==> src/rtl/muldiv_unit.sv <==
// Iterative multiply/divide unit with HI/LO state.
// MULT/MULTU use radix-2 shift-add and DIV/DIVU use restoring division. Each
// takes width+1 cycles. MTHI and MTLO write HI or LO directly and take one edge.
module muldiv_unit #(
    parameter int unsigned width = 32
) (
    input  logic             clk,
    input  logic             reset,
    input  logic             start,
    input  logic [2:0]       op,
    input  logic [width-1:0] A,
    input  logic [width-1:0] B,
    input  logic             flush,
    output logic [width-1:0] hi,
    output logic [width-1:0] lo,
    output logic             busy,
    output logic             done
);

    localparam int unsigned CntW = $clog2(width);

    typedef enum logic [1:0] {StIdle, StCalc, StFix} state_e;

    state_e               state_q;
    logic [CntW-1:0]      cnt_q;
    logic [width-1:0]     hi_q, lo_q;
    logic                 busy_q, done_q;
    logic                 is_div_q;
    logic                 neg_q;      // product/quotient sign
    logic                 rneg_q;     // remainder sign
    logic [width-1:0]     a_raw_q;    // raw dividend, returned in HI on divide by zero
    logic [width-1:0]     opnd_q;     // multiplicand (mul) or divisor (div), magnitude
    logic [2*width-1:0]   acc_q;      // mul: {partial, multiplier}; div: low half is quotient
    logic [width-1:0]     rem_q;      // partial remainder

    logic [width-1:0]     abs_a, abs_b;
    logic [width:0]       mul_sum;
    logic [width:0]       div_shift, div_diff;
    logic [2*width-1:0]   prod;
    logic [width-1:0]     quo, rmd;

    // Operand magnitudes, one datapath step, and the sign fix-up results.
    always_comb begin
        abs_a     = (!op[0] && A[width-1]) ? -A : A;
        abs_b     = (!op[0] && B[width-1]) ? -B : B;
        mul_sum   = {1'b0, acc_q[2*width-1:width]} + (acc_q[0] ? {1'b0, opnd_q} : '0);
        div_shift = {rem_q, acc_q[width-1]};
        div_diff  = div_shift - {1'b0, opnd_q};
        prod      = neg_q ? -acc_q : acc_q;
        quo       = neg_q ? -acc_q[width-1:0] : acc_q[width-1:0];
        rmd       = rneg_q ? -rem_q : rem_q;
    end

    // Control FSM with HI/LO, busy and done as registered outputs.
    always_ff @(posedge clk) begin
        if (reset) begin
            state_q  <= StIdle;
            cnt_q    <= '0;
            hi_q     <= '0;
            lo_q     <= '0;
            busy_q   <= 1'b0;
            done_q   <= 1'b0;
            is_div_q <= 1'b0;
            neg_q    <= 1'b0;
            rneg_q   <= 1'b0;
            a_raw_q  <= '0;
            opnd_q   <= '0;
            acc_q    <= '0;
            rem_q    <= '0;
        end else begin
            done_q <= 1'b0;
            if (state_q != StIdle && flush) begin
                state_q <= StIdle;
                busy_q  <= 1'b0;
            end else begin
                case (state_q)
                    StIdle: begin
                        if (start && !flush) begin
                            if (!op[2]) begin
                                state_q  <= StCalc;
                                busy_q   <= 1'b1;
                                cnt_q    <= CntW'(width - 1);
                                is_div_q <= op[1];
                                neg_q    <= (A[width-1] ^ B[width-1]) & ~op[0];
                                rneg_q   <= A[width-1] & ~op[0];
                                a_raw_q  <= A;
                                rem_q    <= '0;
                                acc_q    <= {{width{1'b0}}, (op[1] ? abs_a : abs_b)};
                                opnd_q   <= op[1] ? abs_b : abs_a;
                            end else if (!op[1]) begin
                                if (op[0]) lo_q <= A;
                                else       hi_q <= A;
                            end
                        end
                    end
                    StCalc: begin
                        if (is_div_q) begin
                            // Restoring step: keep the difference only if it stayed non-negative.
                            acc_q[width-1:0] <= {acc_q[width-2:0], ~div_diff[width]};
                            rem_q <= div_diff[width] ? div_shift[width-1:0]
                                                     : div_diff[width-1:0];
                        end else begin
                            acc_q <= {mul_sum, acc_q[width-1:1]};
                        end
                        if (cnt_q == '0) state_q <= StFix;
                        else             cnt_q   <= cnt_q - CntW'(1);
                    end
                    StFix: begin
                        if (is_div_q) begin
                            if (opnd_q == '0) begin
                                lo_q <= '1;
                                hi_q <= a_raw_q;
                            end else begin
                                lo_q <= quo;
                                hi_q <= rmd;
                            end
                        end else begin
                            {hi_q, lo_q} <= prod;
                        end
                        state_q <= StIdle;
                        busy_q  <= 1'b0;
                        done_q  <= 1'b1;
                    end
                    default: state_q <= StIdle;
                endcase
            end
        end
    end

    assign hi   = hi_q;
    assign lo   = lo_q;
    assign busy = busy_q;
    assign done = done_q;

endmodule
==> config.mk <==
export PLATFORM = sky130hd
export DESIGN_NAME = muldiv_unit
export DESIGN_NICKNAME = d
export VERILOG_FILES = /design/src/rtl/muldiv_unit.sv
export SDC_FILE = /design/constraint.sdc
export NUM_CORES = 1
export LEC_CHECK = 0
export ABC_AREA = 1
export CAP_MARGIN = 20
export CORE_ASPECT_RATIO = 1.25
export CORE_MARGIN = 2
export CORE_UTILIZATION = 45
export CTS_CLUSTER_SIZE = 25
export DETAILED_ROUTE_END_ITERATION = 6
export PLACE_DENSITY = 0.66
export REMOVE_ABC_BUFFERS = 1
export SETUP_SLACK_MARGIN = 0.02
export SLEW_MARGIN = 20
export SYNTH_ARGS = -nofsm -noshare
export SYNTH_HDL_FRONTEND = slang
export SYNTH_SLANG_ARGS = --single-unit
==> constraint.sdc <==
create_clock -name clk -period 2.2 [get_ports clk]
set_clock_uncertainty 0.1 [all_clocks]
set_input_delay 0.66 -clock clk [delete_from_list [all_inputs] [get_ports clk]]
set_output_delay 0.66 -clock clk [all_outputs]
set_load 0.02 [all_outputs]
# After elaboration in Yosys (flattened, before gate mapping)
# Cells that the tools add are included.
[word_totals] ff_bits=236 output_inout_bits=66
[op_classes] add_sub_neg=8 n_eq_ne=12 n_mux=44 n_bitwise=7 reduce_logical=22
[ops] op="2-to-1 mux 32 bit" count=25
[ops] op="2-to-1 mux 64 bit" count=3
[ops] op="one-hot mux 32 bit (2 select lines)" count=3
[ops] op="negator 32 bit" count=4
[ops] op="one-hot mux 64 bit (2 select lines)" count=1
[ops] op="negator 64 bit" count=1
[ops] op="adder 32 x 32 -> 33 bit" count=1
[ops] op="subtractor 33 x 32 -> 33 bit" count=1
[ops] op="logical NOT 32 bit" count=1
[ops] op="inequality test 2 bit (second input constant)" count=10
[ops] op="2-to-1 mux 5 bit" count=3
[ops] op="AND reduction 5 bit" count=3
[ops] op="AND reduction 6 bit" count=2
[ops] op="one-hot mux 5 bit (2 select lines)" count=1
[ops] op="AND reduction 4 bit" count=2
[ops] op="2-to-1 mux 2 bit" count=3
[ops] op="AND reduction 3 bit" count=2
[ops] op="nonzero test 2 bit" count=3
[ops] op="logical NOT 5 bit" count=1
[ops] op="subtractor 5 x 1 -> 5 bit (second input constant)" count=1
[ops] op="logical AND 1 bit" count=4
[ops] op="NOT 1 bit" count=4
[ops] op="one-hot mux 2 bit (2 select lines)" count=1
[ops] op="2-to-1 mux 1 bit" count=3
[ops] op="8 further kinds" count=10

# Longest topological paths before layout
[logic_depth] ltp_word=7 depth_mapped=18 ltp_nobuf=17

# Least setup slack after synthesis
# Ideal clock, no wire load.
[synth_timing] kind="reg2reg" start="register acc_q[31]" end="register rem_q[16]" arrival_time_ns=2.163 path_slack_ns=-0.206 path_stages_with_launch=19 path_buffers=1 synth_period_minus_slack_ns=2.406 path_cell_list="dfxtp_1 -> inv_1 -> ha_1 -> fa_1 -> inv_1 -> nand2_1 -> nand2_1 -> nand3_1 -> nand2_2 -> nand2_2 -> nand2_4 -> nand2_4 -> nand2_4 -> nand2_8 -> nand2_8 -> buf_12 -> nand2_4 -> nand3_2 -> a21oi_2"
[synth_via] elab_chain_len=4
[synth_lines] item="from (decl)" line_no="33" text="logic [2*width-1:0] acc_q;"
[synth_lines] item="from (signal assigned)" line_no="88" text="acc_q <= {{width{1'b0}}, (op[1] ? abs_a : abs_b)};"
[synth_lines] item="from (signal, indexed assignment)" line_no="99" text="acc_q[width-1:0] <= {acc_q[width-2:0], ~div_diff[width]};"
[synth_lines] item="from (signal assigned)" line_no="103" text="acc_q <= {mul_sum, acc_q[width-1:1]};"
[synth_lines] item="subtractor 33 x 32 -> 33 bit" line_no="48" text="div_diff = div_shift - {1'b0, opnd_q};"
[synth_lines] item="2-to-1 mux 32 bit" line_no="100" text="rem_q <= div_diff[width] ? div_shift[width-1:0]"
[synth_lines] item="2-to-1 mux 32 bit" line_no="97" text="if (is_div_q) begin"
[synth_lines] item="one-hot mux 32 bit (2 select lines)" line_no="76" text="case (state_q)"
[synth_lines] item="to (signal assigned)" line_no="100"
[synth_lines] item="to (decl)" line_no="34" text="logic [width-1:0] rem_q;"
# Every way passes these cells. The select of a mux whose other input is x is not followed.
# A chain may end at the register's enable or synchronous reset.

# Worst setup path after layout
[layout_timing] start="register opnd_q[0]" end="register acc_q[63]"
[layout_via] elab_chain_len=4
[layout_lines] item="from (decl)" line_no="32" text="logic [width-1:0] opnd_q;"
[layout_lines] item="from (signal assigned)" line_no="89" text="opnd_q <= op[1] ? abs_b : abs_a;"
[layout_lines] item="2-to-1 mux 32 bit" line_no="46" text="mul_sum = {1'b0, acc_q[2*width-1:width]} + (acc_q[0] ? {1'b0, opnd_q} : '0);"
[layout_lines] item="adder 32 x 32 -> 33 bit" line_no="46"
[layout_lines] item="2-to-1 mux 32 bit" line_no="97"
[layout_lines] item="one-hot mux 64 bit (2 select lines)" line_no="76"
# Every way passes these cells. The select of a mux whose other input is x is not followed.

==> reports/metrics.cfg <==
[synth]
synth.largest_area_cell = sky130_fd_sc_hd__dfxtp_1
synth_largest_type_area_fraction_pct = 22.28
count_of_flip_flops_with_a_built_in_enable_after_synthesis = 0
synth-xor-area-share_pct = 3.097
synth_cells = 3698
post_synth_num_cell_types = 52
largest_cells_by_area_after_synthesis = sky130_fd_sc_hd__dfxtp_1 22%, sky130_fd_sc_hd__nand2_1 19%, sky130_fd_sc_hd__nor2_1 8.1%
synth_warnings = 0
yosys-mux-area-fraction_pct = 0
post_synth_instance_area_um2 = 21210
combinational_family_with_the_most_area_after_synthesis = simple AND/OR/NAND/NOR gates
async_flop_share_pct = 0
syn_avg_cell_area_um2 = 5.735
yosysSeqAreaShare_pct = 22.28
synth_simple_gate_area_share_pct = 41.45
synth-adder-area-share_pct = 4.319
synth_compound_area_share_pct = 17.76
primary_flip_flop_cell_chosen_by_synthesis_mapping = sky130_fd_sc_hd__dfxtp_1
postSynthRegisterBits = 236

[routing]
residual_drc_count = 0
met2WireLength_mm = 48.52
drt_total_wl_mm = 110.6
avgViaCountPerCell = 5.677
via_count = 29064
dr_wl_met3_mm = 10.31
route.top_layer_used = met5
drt_first_iter_violations = 3328
met1_length_mm = 42.10
drt_pre_antenna_iters = 6
antenna_violating_nets_post_route = 0
avgRoutedWirePerCell_um = 21.60

[worst_setup_path]
critical_path.cell_chain = buf_12 > nand2_4 > inv_2 > ha_4 > inv_2 > fa_2 > o21ai_4 > a21oi_4 > inv_2 > nand2_2 > nand2_2 > buf_6 > nand4_1 > nand2_1 > nand2_1 > a21oi_1
r2r-start = opnd_q[0]
path_class = reg -> reg
critical-path-max-stage-delay_ns = 0.42
timing.critical_path.slowest_stage_cell = sky130_fd_sc_hd__dfxtp_4
timing.critical_path.max_delay_family = adder cells
critPathBufInv = 5
critical_path_required_ns = 2.62
critical_path.startpoint = opnd_q[0]
start_kind = flip-flop
setup.worst_path.end_class = flip-flop
worst-endpoint-arrival_ns = 2.87
critical_path_peak_fanout = 3
crit_path_frequent_cell = sky130_fd_sc_hd__inv_2

[placement]
port-buffer-count = 136
dpl_cell_area_um2 = 28200
dp.final_hpwl_mm = 83.05
gp_congestion = 1.017
place_worst_setup_slack_ns = -0.7374

[floorplan]
die-area_um2 = 48890
die_x_um = 198.2
core_area_um2 = 46350
floorplan.io_pins = 137
chipHeight_um = 246.7
start_util_pct = 45.75
core.rowCount = 88

[outcome]
run_status = finished with violations
failed_checks = setup timing

[cts]
clkSinkCount = 236
root_buffer = sky130_fd_sc_hd__clkbuf_16
worstSkewPairLatency_ns = 0.59
cts_tree = done
cts_inserted_buffers = 29
hold_buffers = 0
path_clk_slew_ns = 0.06
htree_num_levels = 1
clock_path_buffers = 3

[timing]
final.min_clock_period_ns = 2.458
achievable-frequency_mhz = 406.9
slew_viol_final = 0
setup_violations = 89
max_slew.worst_pin.slew_ns = 0.5007
hold_viol_final = 0
grt_setup_unrepaired = yes
worst_slew_margin_rel_pct = 66.51
final.setup.worst_slack_ns = -0.2577
post-route-period-util_pct = 111.7
hold_ws_ns = 0.3670

[grt]
gr-total-overflow = 0
grt_pass1_wl_mm = 155.5
first_global_vias = 26665
number_of_antenna_violations_at_the_first_check_in_global_routing = 1
grt_max_degree = 73
grt_util_all_layers_pct = 42.01

[final_layout]
nFillCells = 3854
multi_input_area_um2 = 17450
sequential_cell_area_um2 = 4793
area_growth_syn_to_layout_pct = 58.28
final_design_area_no_fill_um2 = 33570
layout-drive-gt1-share_pct = 34.86
nets = 4611
antenna-diode-count = 0

[worst_hold_path]
hold_path.class = reg -> reg
timing.hold.worst.start = cnt_q[0]

[run]
number_of_maximum_capacitance_violations = 0

[power]
leakagePower_nw = 16.88
power.internal_w = 0.01224
powerDensity_nw_per_um2 = 648.0
clock_power_share_pct = 23.8
p_comb_share_pct = 52.3
seq_power_share_pct = 24.0
ir_drop_uv = 559.7
switching_share_pct = 43.71
power.switching_w = 0.009507

## cells in the final DEF (no fill, tap or decap), drive strengths merged, types with 3 or more instances in the layout
| master | Yosys | final |
|---|---|---|
| a211oi | 3 | 3 |
| a21boi | 3 | 3 |
| a21o | 4 | 4 |
| a21oi | 289 | 289 |
| a221oi | 25 | 25 |
| a22oi | 8 | 8 |
| a31oi | 14 | 14 |
| and2 | 8 | 8 |
| buf | 53 | 741 |
| bufinv | 0 | 4 |
| clkbuf | 88 | 36 |
| clkdlybuf4s50 | 0 | 50 |
| clkinv | 1 | 11 |
| clkinvlp | 0 | 6 |
| dfxtp | 236 | 236 |
| dlygate4sd2 | 0 | 67 |
| dlymetal6s2s | 0 | 18 |
| ha | 70 | 70 |
| inv | 457 | 457 |
| nand2 | 1099 | 1100 |
| nand3 | 363 | 363 |
| nand3b | 24 | 24 |
| nand4 | 37 | 37 |
| nor2 | 470 | 470 |
| nor3 | 28 | 28 |
| o211ai | 24 | 24 |
| o21a | 7 | 7 |
| o21ai | 267 | 267 |
| o21bai | 11 | 11 |
| o221ai | 7 | 7 |
| o22ai | 7 | 7 |
| or2 | 12 | 12 |
| xnor2 | 24 | 24 |
| xor2 | 51 | 51 |
## sequential cells by signal, summed over array words and instances, names as in the netlist, 2 cells and up
signal,flops
acc_q,64
a_raw_q,32
hi,32
lo,32
opnd_q,32
rem_q,32
cnt_q,5
state_q,2
## metrics by stage
step                setup TNS, ns  util (%)  instances  power (W)
global placement           -83.28     60.83       4994    0.01475
CTS                        -4.934     67.51       5084    0.02049
global route               -20.38     72.41       5120    0.02260
finish                     -12.21     72.41       5120    0.02175
floorplan                 -295.70         -       3557   0.009954
detailed placement         -85.91     60.83       4994    0.01480
## worst paths after layout
kind	endpoint	slack, ns	cells after the start
min	cnt_q[0]	0.37	1
max	acc_q[63]	-0.26	16
min reg2reg	cnt_q[0]	0.37	1
max reg2reg	acc_q[63]	-0.26	16
## power by group through the flow
| stage | Sequential [W] | Clock, W | Combinational, W |
|---|---|---|---|
| after floorplan | 0.00521 | 0 | 0.00475 |
| after global placement | 0.00522 | 0 | 0.00953 |
| after detailed placement | 0.00523 | 0 | 0.00957 |
| after CTS | 0.00516 | 0.00512 | 0.0102 |
| after global routing | 0.00523 | 0.00529 | 0.0121 |
| final | 0.00521 | 0.00517 | 0.0114 |
## layout make-up
type	count	area share, %
clock buffers	33	2.266
clock inverters	20	0.6560
inverters	458	5.267
multi-input cells	2864	51.99
flip-flops and latches	236	14.28
well taps	630	2.348
repair buffers	879	23.20
## worst register-to-register path: cells and delay by family (launching register included)
kind / cells / cell delay (ns)
compound gates: 3 / 0.53
fa+ha+maj: 2 / 0.52
buf+inv: 5 / 0.44
flops: 1 / 0.42
simple gates: 6 / 0.41
## per-layer routing
metal	track usage [%]	vias up
met5	0	-
met1	52.02	13309
met3	6.424	504
met4	26.18	2
met2	68.24	1724
li1	-	13525
## logic make-up after synthesis
| kind of cell | after synthesis |
|---|---|
| flops | 236 |
| compound gates | 671 |
| buf+inv | 599 |
| fa+ha+maj | 72 |
| simple gates | 2045 |
| xor+xnor | 75 |
## synth_stat cells, types with 11 or more instances
master	number
sky130_fd_sc_hd__dfxtp_1	236
sky130_fd_sc_hd__nand3_1	342
sky130_fd_sc_hd__nand3_2	20
sky130_fd_sc_hd__xor2_1	51
sky130_fd_sc_hd__or2_2	11
sky130_fd_sc_hd__clkbuf_1	88
sky130_fd_sc_hd__buf_1	15
sky130_fd_sc_hd__nand3b_1	24
sky130_fd_sc_hd__nand2_4	23
sky130_fd_sc_hd__nor2_2	12
sky130_fd_sc_hd__buf_2	28
sky130_fd_sc_hd__inv_1	432
sky130_fd_sc_hd__xnor2_1	24
sky130_fd_sc_hd__nor3_1	28
sky130_fd_sc_hd__nor2_1	457
sky130_fd_sc_hd__a21oi_1	264
sky130_fd_sc_hd__inv_2	25
sky130_fd_sc_hd__nand4_1	36
sky130_fd_sc_hd__ha_1	70
sky130_fd_sc_hd__a21oi_2	24
sky130_fd_sc_hd__nand2_1	1066
sky130_fd_sc_hd__a221oi_1	25
sky130_fd_sc_hd__o21bai_1	11
sky130_fd_sc_hd__o21ai_1	12
sky130_fd_sc_hd__a31oi_1	14
sky130_fd_sc_hd__o21ai_0	254
sky130_fd_sc_hd__o211ai_1	24
## repair_timing
action                                  in CTS  in global routing
setup buffers                               36                 36
resized for setup                          541                511
endpoints found under the setup margin     221                179
cloned                                       7                  5
pin swaps                                  123                168
Note: power is estimated with default switching activity, not from simulation.
